===== src/rtl/sum_acc_pkg.sv =====
// rtl/sum_acc_pkg.sv - shared state enum, default widths and frame-counter width helper
package sum_acc_pkg;

  typedef enum logic [1:0] {
    IDLE  = 2'd0,
    ACCUM = 2'd1,
    HOLD  = 2'd2
  } state_t;

  localparam int IN_W_DEF  = 4;
  localparam int ACC_W_DEF = 8;

  // frame_cnt must reach BURST_LEN itself, hence the +1
  function automatic int cnt_w(input int burst_len);
    return $clog2(burst_len + 1);
  endfunction

endpackage


===== src/rtl/acc_sat_adder.sv =====
// rtl/acc_sat_adder.sv - ACC_W + (IN_W+1) adder with carry out; clamps to all-ones when ACC_SAT_EN is defined
module acc_sat_adder #(
  parameter int IN_W  = 4,
  parameter int ACC_W = 8
) (
  input  logic [ACC_W-1:0] i_acc,
  input  logic [IN_W:0]    i_val,
  output logic [ACC_W-1:0] o_sum,
  output logic             o_carry
);

  logic [ACC_W:0] w_full;

  assign w_full  = {1'b0, i_acc} + {{(ACC_W - IN_W){1'b0}}, i_val};
  assign o_carry = w_full[ACC_W];

`ifdef ACC_SAT_EN
  // once clamped, any further non-zero add carries again, so the clamp persists
  assign o_sum = o_carry ? {ACC_W{1'b1}} : w_full[ACC_W-1:0];
`else
  assign o_sum = w_full[ACC_W-1:0];
`endif

endmodule


===== src/rtl/sum_accumulator.sv =====
// rtl/sum_accumulator.sv - accumulates BURST_LEN adder results into a frame total on a valid/ready output; ACC_SAT_EN selects clamping
module sum_accumulator
  import sum_acc_pkg::*;
#(
  parameter int IN_W      = IN_W_DEF,
  parameter int ACC_W     = ACC_W_DEF,
  parameter int BURST_LEN = 16,
  parameter int DROP_W    = 8
) (
  input  logic                            clk,
  input  logic                            rst,
  input  logic                            in_valid,
  input  logic [IN_W-1:0]                 in_sum,
  input  logic                            in_c5,
  output logic                            out_valid,
  input  logic                            out_ready,
  output logic [ACC_W-1:0]                out_acc,
  output logic                            out_ovf,
  output logic [cnt_w(BURST_LEN)-1:0]     frame_cnt,
  output logic [DROP_W-1:0]               out_drop
);

  localparam int              CNT_W = cnt_w(BURST_LEN);
  localparam logic [CNT_W-1:0] LAST = CNT_W'(BURST_LEN);

  state_t             r_state;
  logic [ACC_W-1:0]   r_acc;
  logic               r_ovf;
  logic [CNT_W-1:0]   r_cnt;
  logic [DROP_W-1:0]  r_drop;
  logic               r_valid;

  state_t             w_state_next;
  logic [ACC_W-1:0]   w_acc_next;
  logic               w_ovf_next;
  logic [CNT_W-1:0]   w_cnt_next;
  logic [DROP_W-1:0]  w_drop_next;
  logic               w_start;
  logic [CNT_W-1:0]   w_cnt_inc;
  logic [ACC_W-1:0]   w_add_a;
  logic [ACC_W-1:0]   w_sum;
  logic               w_carry;

  // a fresh frame adds onto zero, so its first sample can never carry
  assign w_add_a   = (r_state == ACCUM) ? r_acc : '0;
  assign w_cnt_inc = r_cnt + CNT_W'(1);

  acc_sat_adder #(
    .IN_W  (IN_W),
    .ACC_W (ACC_W)
  ) u_adder (
    .i_acc   (w_add_a),
    .i_val   ({in_c5, in_sum}),
    .o_sum   (w_sum),
    .o_carry (w_carry)
  );

  always_ff @(posedge clk) begin
    if (rst) begin
      r_state <= IDLE;
      r_acc   <= '0;
      r_ovf   <= 1'b0;
      r_cnt   <= '0;
      r_drop  <= '0;
      r_valid <= 1'b0;
    end else begin
      r_state <= w_state_next;
      r_acc   <= w_acc_next;
      r_ovf   <= w_ovf_next;
      r_cnt   <= w_cnt_next;
      r_drop  <= w_drop_next;
      r_valid <= (w_state_next == HOLD);
    end
  end

  always_comb begin
    w_state_next = r_state;
    w_acc_next   = r_acc;
    w_ovf_next   = r_ovf;
    w_cnt_next   = r_cnt;
    w_drop_next  = r_drop;
    w_start      = 1'b0;
    case (r_state)
      IDLE: w_start = in_valid;
      ACCUM: begin
        if (in_valid) begin
          w_acc_next = w_sum;
          w_ovf_next = r_ovf | w_carry;
          w_cnt_next = w_cnt_inc;
          if (w_cnt_inc == LAST) w_state_next = HOLD;
        end
      end
      HOLD: begin
        if (out_ready) begin
          if (in_valid) begin
            w_start = 1'b1;
          end else begin
            w_state_next = IDLE;
            w_cnt_next   = '0;
          end
        end else if (in_valid && (r_drop != {DROP_W{1'b1}})) begin
          w_drop_next = r_drop + DROP_W'(1);
        end
      end
      default: w_state_next = IDLE;
    endcase
    if (w_start) begin
      w_acc_next   = w_sum;
      w_ovf_next   = 1'b0;
      w_cnt_next   = CNT_W'(1);
      w_state_next = (BURST_LEN == 1) ? HOLD : ACCUM;
    end
  end

  assign out_valid = r_valid;
  assign out_acc   = r_acc;
  assign out_ovf   = r_ovf;
  assign frame_cnt = r_cnt;
  assign out_drop  = r_drop;

endmodule


===== config.mk =====
export PLATFORM = sky130hd
export DESIGN_NAME = sum_accumulator
export DESIGN_NICKNAME = d
export VERILOG_FILES = /design/src/rtl/sum_acc_pkg.sv /design/src/rtl/acc_sat_adder.sv /design/src/rtl/sum_accumulator.sv
export SDC_FILE = /design/constraint.sdc
export NUM_CORES = 1
export LEC_CHECK = 0
export BUFFER_PORTS_ARGS = -buffer_cell sky130_fd_sc_hd__buf_2
export CAP_MARGIN = 30
export CELL_PAD_IN_SITES_DETAIL_PLACEMENT = 2
export CELL_PAD_IN_SITES_GLOBAL_PLACEMENT = 2
export CORE_MARGIN = 2
export CORE_UTILIZATION = 32
export DETAILED_ROUTE_END_ITERATION = 16
export GPL_TIMING_DRIVEN = 0
export HOLD_SLACK_MARGIN = 0.1
export PLACE_DENSITY = 0.82
export SLEW_MARGIN = 20
export SYNTH_ARGS = -nofsm -noshare
export SYNTH_HDL_FRONTEND = slang
export SYNTH_SLANG_ARGS = --single-unit

===== constraint.sdc =====
create_clock -name clk -period 3.2 [get_ports clk]
set_clock_uncertainty 0.05 [all_clocks]
set_input_delay 0.32 -clock clk [delete_from_list [all_inputs] [get_ports clk]]
set_output_delay 0.32 -clock clk [all_outputs]
set_load 0.01 [all_outputs]

==> results of run 1 <==
-- state kept, by name, summed over array words and instances (netlist names) --
name and flops:
frame_cnt 5, out_acc 8, out_drop 8, out_ovf 1, out_valid 1, r_state 2
-- layout make-up --
type	count	area share (%)
Buffer	7	2.163
Tap cell	52	3.749
Multi-Input combinational cell	130	52.85
Sequential cell	25	28.84
Inverter	4	0.8652
Clock buffer	4	2.596
Timing Repair Buffer	31	8.940
-- metrics by stage --
stage | power, mW | utilization [%] | instance area (µm²) | worst slack, ns
after floorplan | 0.3874 | - | 1470 | 0.9443
after global placement | 0.4141 | 38.56 | 1690 | 0.6287
after detailed placement | 0.4211 | 38.56 | 1690 | 0.5584
after CTS | 0.6187 | 39.58 | 1735 | 0.5420
after global routing | 0.6422 | 39.58 | 1735 | 0.4208
final | 0.6094 | 39.58 | 1735 | 0.5531
-- worst max-delay path by stage --
| stage | depth (start not counted) | endpoint | slack (ns) | from |
|---|---|---|---|---|
| global placement | 8 | out_acc[7]$_SDFFE_PP0P_ | 0.63 | r_state[1]$_SDFF_PP0_ |
| finish | 8 | out_acc[7]$_SDFFE_PP0P_ | 0.55 | r_state[1]$_SDFF_PP0_ |
| global route | 8 | out_acc[7]$_SDFFE_PP0P_ | 0.42 | r_state[1]$_SDFF_PP0_ |
| CTS | 8 | out_acc[7]$_SDFFE_PP0P_ | 0.54 | r_state[1]$_SDFF_PP0_ |
| detailed placement | 8 | out_acc[7]$_SDFFE_PP0P_ | 0.56 | r_state[1]$_SDFF_PP0_ |
| floorplan | 8 | out_acc[7]$_SDFFE_PP0P_ | 0.94 | r_state[1]$_SDFF_PP0_ |
-- power groups by stage --
stage | registers, mW | clock network, mW | logic (mW)
2_1_floorplan | 0.334 | 0 | 0.0538
3_5_place_dp | 0.332 | 0 | 0.0894
5_1_grt | 0.326 | 0.217 | 0.0995
6_report | 0.324 | 0.196 | 0.0894
3_3_place_gp | 0.331 | 0 | 0.0834
4_1_cts | 0.325 | 0.203 | 0.0907
-- worst min-delay path, cell delays in order --
cell and delay [ns]:
buf_2 0.08, ha_1 0.12, mux2i_1 0.06, nor2_1 0.08
-- Yosys cell counts, types with 2 or more instances --
cell type	n
a211o_1	3
a211oi_1	2
a21oi_1	11
a31oi_1	3
and2_1	6
and3_1	2
buf_2	3
clkbuf_1	3
dfxtp_1	25
ha_1	7
inv_1	4
mux2_2	2
mux2i_1	5
nand2_1	6
nand2b_1	12
nand3_1	8
nand4_1	3
nor2_1	14
nor2b_1	5
nor4_1	2
o211ai_1	2
o21ai_0	4
o31ai_1	2
or3_1	2
or4_1	3
xnor2_1	3
-- metal layers --
layer  track usage, %  routed length [µm]  up-vias
li1                 -                   -      673
met5                0                   0        -
met2            32.92                2332       23
met4            5.031                  73        0
met1            23.42                2044      694
met3            2.110                 111        8
-- logic make-up (layout without fill, tap and decap cells) --
kind of cell,after synthesis,after routing
fa+ha+maj,8,8
buf+inv,11,46
compound gates,40,40
simple gates,70,70
xor+xnor,4,4
flops,25,25
mux,8,8
==> run_results.csv, run 1 <==
group,metric,value,unit
clock_tree,clockBufferDepth,2,
cells_and_area,finalNetCount,219,
clock_tree,clock_latency,0.27,ns
synthesis,synth.avg_cell_area,8.856,µm²
synthesis,synthCells,166,
synthesis,synth_edf_count,0,
clock_tree,post-cts-setup-buffers,0,
grt,grt_overflow,0,
synthesis,synthArstFlopShare,0,%
critical_path,arrival,2.77,ns
floorplan,core,0.004384,mm²
power_and_ir_drop,sw_frac_of_total,26.98,%
cells_and_area,regArea,500.5,µm²
clock_tree,cts_buffers,3,
clock_tree,root_buffer,"clkbuf_8",
critical_path,path_cells,"and2b_1 > clkbuf_1 > and2_1 > ha_1 > a211o_1 > a211o_1 > nand4_1 > mux2_2",
cells_and_area,stdcell_count,253,
synthesis,synth_seq_area_share,34.04,%
cells_and_area,nFillCells,517,
min_path,worstHoldStart,"in_sum[0]",
drt,firstDrtPassIters,4,
synthesis,synth_top_cell_area_share,34.04,%
critical_path,critPathKind,"flop to flop",
status,outcome,"finished clean",
clock_tree,ctsHoldBuffers,0,
min_path,min-delay-path-class,"input pin to flop",
place,portBuffers,31,
synthesis,synth_fa_ha_area_share,7.319,%
place,place.gp.congestion,0.7526,
critical_path,cpMostUsedCell,"a211o_1",
timing,worst_slew_pin_slew,0.5430,ns
timing,hold_ws,0.3810,ns
timing,setup_viol_count_final,0,
drt,ant_nets,0,
floorplan,dieHeight,71.78,µm
synthesis,yosysTopAreaCell,"dfxtp_1",
synthesis,synth_ff_type,"dfxtp_1",
cells_and_area,most-common-layout-cells,"buf_2 (34), dfxtp_1 (25), nor2_1 (14)",
clock_tree,ctsResizeCount,0,
floorplan,start_util,33.53,%
synthesis,synth_cell_types,50,
power_and_ir_drop,leakagePower,0.7679,nW
critical_path,r2r_setup_slack,0.55,ns
drt,wirelength,4562,µm
synthesis,syn_area,0.001470,mm²
drt,wl_per_cell,18.03,µm
cells_and_area,final_common_cell,"buf_2",
synthesis,synth_xor_area_share,2.383,%
drt,vias,1398,
grt,antenna_found_initial,0,
drt,vias_per_cell,5.526,
cells_and_area,multi_input_area,917.1,µm²
critical_path,crit_path_top_delay_cell,"clkbuf_1",
power_and_ir_drop,seq_power_share,53.2,%
timing,period_needed,2.647,ns
floorplan,rows,24,
floorplan,dieArea,0.005152,mm²
power_and_ir_drop,powerDensity,351.2,mW/mm²
timing,maxSlewViolCount,0,
critical_path,cp.required,3.33,ns
critical_path,path_buf_inv,1,
min_path,holdPathEnd,"out_acc[0]$_SDFFE_PP0P_",
critical_path,path_max_fanout,10,
power_and_ir_drop,p_int,0.4450,mW
synthesis,synth.net_count,183,
power_and_ir_drop,p_switching,0.1644,mW
grt,grt_first_pass_wirelength,7486,µm
critical_path,startpoint_type,"flop",
clock_tree,clkSlewWorstSetupHoldPaths,0.10,ns
synthesis,synthSimpleGateAreaFrac,27.57,%
timing,finalHoldViolCount,0,
timing,rsz0062_at_grt,"false",
critical_path,endpoint_kind,"flop",
drt,post-route-drc-count,0,
timing,tns,0,ns
synthesis,synth_area_leaders,"dfxtp_1 (34%), ha_1 (6.0%), nand2b_1 (5.1%)",
power_and_ir_drop,clkPwrFrac,32.1,%
drt,drtIter0Drc,34,
grt,grt_max_degree,14,
grt,track_usage,18.44,%
power_and_ir_drop,max-vdd-ir-drop,0.1325,mV
grt,grt_pass1_vias,1463,
clock_tree,htreeDepth,1,
synthesis,synth_compound_area_share,19.40,%
floorplan,pin_count,32,
flow_run,drv_cap,0,
power_and_ir_drop,comb_power_share,14.7,%
place,dp_cells,249,
synthesis,synth_seq_cells,25,
timing,slew_headroom,63.80,%
cells_and_area,drive_above_1_share,23.38,%
critical_path,r2r-start,"r_state[1]$_SDFF_PP0_",
timing,timing.fmax,377.8,MHz
synthesis,synthMuxAreaShare,5.702,%
floorplan,dieWidth,71.78,µm
cells_and_area,insertedDiodeCount,0,
critical_path,r2r_cells,8,
clock_tree,clock_sinks,25,
min_path,hold_path_depth,4,
critical_path,slowest_delay,0.39,ns
timing,finalCritPeriodShare,82.71,%
critical_path,r2r-end,"out_acc[7]$_SDFFE_PP0P_",
synthesis,yosys_warnings,0,
clock_tree,cts_tree,"yes",
cells_and_area,area_growth,18.04,%
critical_path,cpLargestDelayFamily,"compound AO/OA/AOI/OAI gates",
synthesis,synth_top_family_by_area,"simple AND/OR/NAND/NOR gates",
place,dpl.hpwl,3520,µm
Note: power is estimated with default switching activity, not from simulation.
==> inputs of run 2 (changes only) <==
--- a/config.mk
+++ b/config.mk
@@ -10,11 +10,11 @@
 export CELL_PAD_IN_SITES_DETAIL_PLACEMENT = 2
 export CELL_PAD_IN_SITES_GLOBAL_PLACEMENT = 2
 export CORE_MARGIN = 2
-export CORE_UTILIZATION = 32
+export CORE_UTILIZATION = 29
 export DETAILED_ROUTE_END_ITERATION = 16
 export GPL_TIMING_DRIVEN = 0
 export HOLD_SLACK_MARGIN = 0.1
-export PLACE_DENSITY = 0.82
+export PLACE_DENSITY = 0.78
 export SLEW_MARGIN = 20
 export SYNTH_ARGS = -nofsm -noshare
 export SYNTH_HDL_FRONTEND = slang
==> constraint.sdc (replaced) <==
create_clock -name clk -period 2.2 [get_ports clk]
set_clock_uncertainty 0.05 [all_clocks]
set_input_delay 0.22 -clock clk [delete_from_list [all_inputs] [get_ports clk]]
set_output_delay 0.22 -clock clk [all_outputs]
set_load 0.01 [all_outputs]
==> run 2 against run 1 <==
- global-route usage decreased by 2.9 points
- die area increased by 9.8%
- final area increased by 3.7%
- register-to-register slack got worse by 0.55 ns
- first-iteration DRC count decreased by 29%
- sequential power increased by 46%
- setup slack got worse by 0.55 ns
- via count decreased by 1.5%
- combinational power increased by 52%
- fmax increased by 20%
- power increased by 48%
- hold slack got worse by 0.12 ns
- highest routed layer unchanged
==> run_results.csv, run 2 (synthesis gave the netlist of run 1 again) <==
group,metric,value,unit
place,dpl.hpwl,3102,µm
drt,wl_per_cell,15.43,µm
floorplan,core,0.004817,mm²
clock_tree,ctsHoldBuffers,0,
cells_and_area,finalNetCount,220,
timing,worst_slew_pin_slew,0.5261,ns
timing,setup_viol_count_final,0,
cells_and_area,insertedDiodeCount,0,
drt,firstDrtPassIters,4,
clock_tree,clock_latency,0.28,ns
grt,grt_overflow,0,
grt,antenna_found_initial,0,
floorplan,rows,25,
timing,hold_ws,0.2618,ns
clock_tree,clock_sinks,25,
critical_path,cp.required,2.34,ns
grt,grt_first_pass_wirelength,6693,µm
power_and_ir_drop,comb_power_share,15.0,%
cells_and_area,area_growth,22.38,%
floorplan,dieArea,0.005655,mm²
critical_path,r2r_setup_slack,0.001,ns
critical_path,endpoint_kind,"flop",
timing,period_needed,2.199,ns
floorplan,dieHeight,75.20,µm
grt,grt_pass1_vias,1397,
timing,setup_ws,0.001234,ns
critical_path,startpoint_type,"flop",
status,outcome,"finished clean",
clock_tree,htreeDepth,1,
cells_and_area,final_common_cell,"buf_2",
timing,timing.fmax,454.8,MHz
clock_tree,cts_buffers,3,
power_and_ir_drop,leakagePower,0.7793,nW
cells_and_area,postLayoutCellArea,0.001799,mm²
grt,grt_max_degree,16,
cells_and_area,stdcell_count,269,
place,place_ws,-0.2287,ns
floorplan,start_util,30.52,%
power_and_ir_drop,p_int,0.6532,mW
drt,vias,1377,
place,dpl_cell_area,0.001713,mm²
drt,vias_per_cell,5.119,
critical_path,critPathKind,"flop to flop",
place,dp_cells,264,
grt,track_usage,15.50,%
timing,finalCritPeriodShare,99.94,%
timing,rsz0062_at_grt,"true",
power_and_ir_drop,powerDensity,502.0,mW/mm²
critical_path,arrival,2.33,ns
critical_path,path_max_fanout,5,
timing,slew_headroom,64.93,%
power_and_ir_drop,max-vdd-ir-drop,0.2129,mV
place,place.gp.congestion,0.7609,
clock_tree,clockBufferDepth,2,
floorplan,pin_count,32,
clock_tree,clkSlewWorstSetupHoldPaths,0.11,ns
clock_tree,cts_tree,"yes",
power_and_ir_drop,seq_power_share,52.3,%
flow_run,drv_cap,0,
clock_tree,root_buffer,"clkbuf_8",
timing,maxSlewViolCount,0,
power_and_ir_drop,clkPwrFrac,32.7,%
place,portBuffers,31,
drt,post-route-drc-count,0,
drt,ant_nets,0,
power_and_ir_drop,sw_frac_of_total,27.67,%
drt,wirelength,4150,µm
cells_and_area,drive_above_1_share,28.22,%
cells_and_area,most-common-layout-cells,"buf_2 (34), dfxtp_1 (23), nor2_1 (14)",
power_and_ir_drop,p_switching,0.2499,mW
min_path,min-delay-path-class,"input pin to flop",
drt,drtIter0Drc,24,
floorplan,dieWidth,75.20,µm
timing,finalHoldViolCount,0,
-- run 2: cell count changes in the layout (fill, tap and decap cells not counted), sizes merged --
cell / change
clkbuf: -2
buf: +2
clkinvlp: +1
-- run 2: worst max-delay path, cell delays in order (launching register included) --
cell and delay [ns]:
dfxtp_2 0.33, and2b_4 0.27, and2_4 0.17, ha_4 0.20, a211o_1 0.31, a211o_1 0.34
nand4_1 0.14, mux2_4 0.30
-- run 2: cell type report --
cell class	count	area (µm²)
Sequential cell	25	503.0
Timing Repair Buffer	33	170.2
Inverter	4	15.01
Buffer	6	33.78
Clock inverter	1	7.507
Fill cell	576	3018
Clock buffer	3	41.29
Tap cell	67	83.83
Multi-Input combinational cell	130	944.7
-- run 2: what timing repair did --
item	CTS	global route
buffers inserted	1	1
pin swaps	0	4
gates resized for setup	3	5
endpoints found under the setup margin	5	3
-- run 2: worst paths after layout --
check | start | to | cells after the start
min reg2reg | out_acc[3]$_SDFFE_PP0P_ | out_acc[3]$_SDFFE_PP0P_ | 2
max | r_state[1]$_SDFF_PP0_ | out_acc[7]$_SDFFE_PP0P_ | 7
min | in_sum[0] | out_acc[0]$_SDFFE_PP0P_ | 4
max reg2reg | r_state[1]$_SDFF_PP0_ | out_acc[7]$_SDFFE_PP0P_ | 7
-- run 2: power by group through the flow --
stage | combinational (mW) | clock (mW) | sequential (mW)
finish | 0.136 | 0.295 | 0.472
global route | 0.149 | 0.330 | 0.474
CTS | 0.132 | 0.305 | 0.472
detailed placement | 0.127 | 0 | 0.482
global placement | 0.124 | 0 | 0.482
floorplan | 0.0793 | 0 | 0.485
-- run 2: routing by layer --
layer,vias to the layer above,wire (µm),global-route usage [%]
met5,-,0,0
met4,0,51,4.678
met3,5,107,2.008
met2,20,2030,26.90
met1,679,1961,20.06
li1,673,-,-
-- run 2: stage by stage --
stage | setup TNS (ns) | util [%] | power [mW]
3_5_place_dp | -0.8791 | 35.56 | 0.6098
2_1_floorplan | 0 | - | 0.5646
6_report | 0 | 37.35 | 0.9032
3_3_place_gp | -0.7531 | 35.56 | 0.6062
5_1_grt | -0.04906 | 37.35 | 0.9533
4_1_cts | 0 | 36.75 | 0.9082
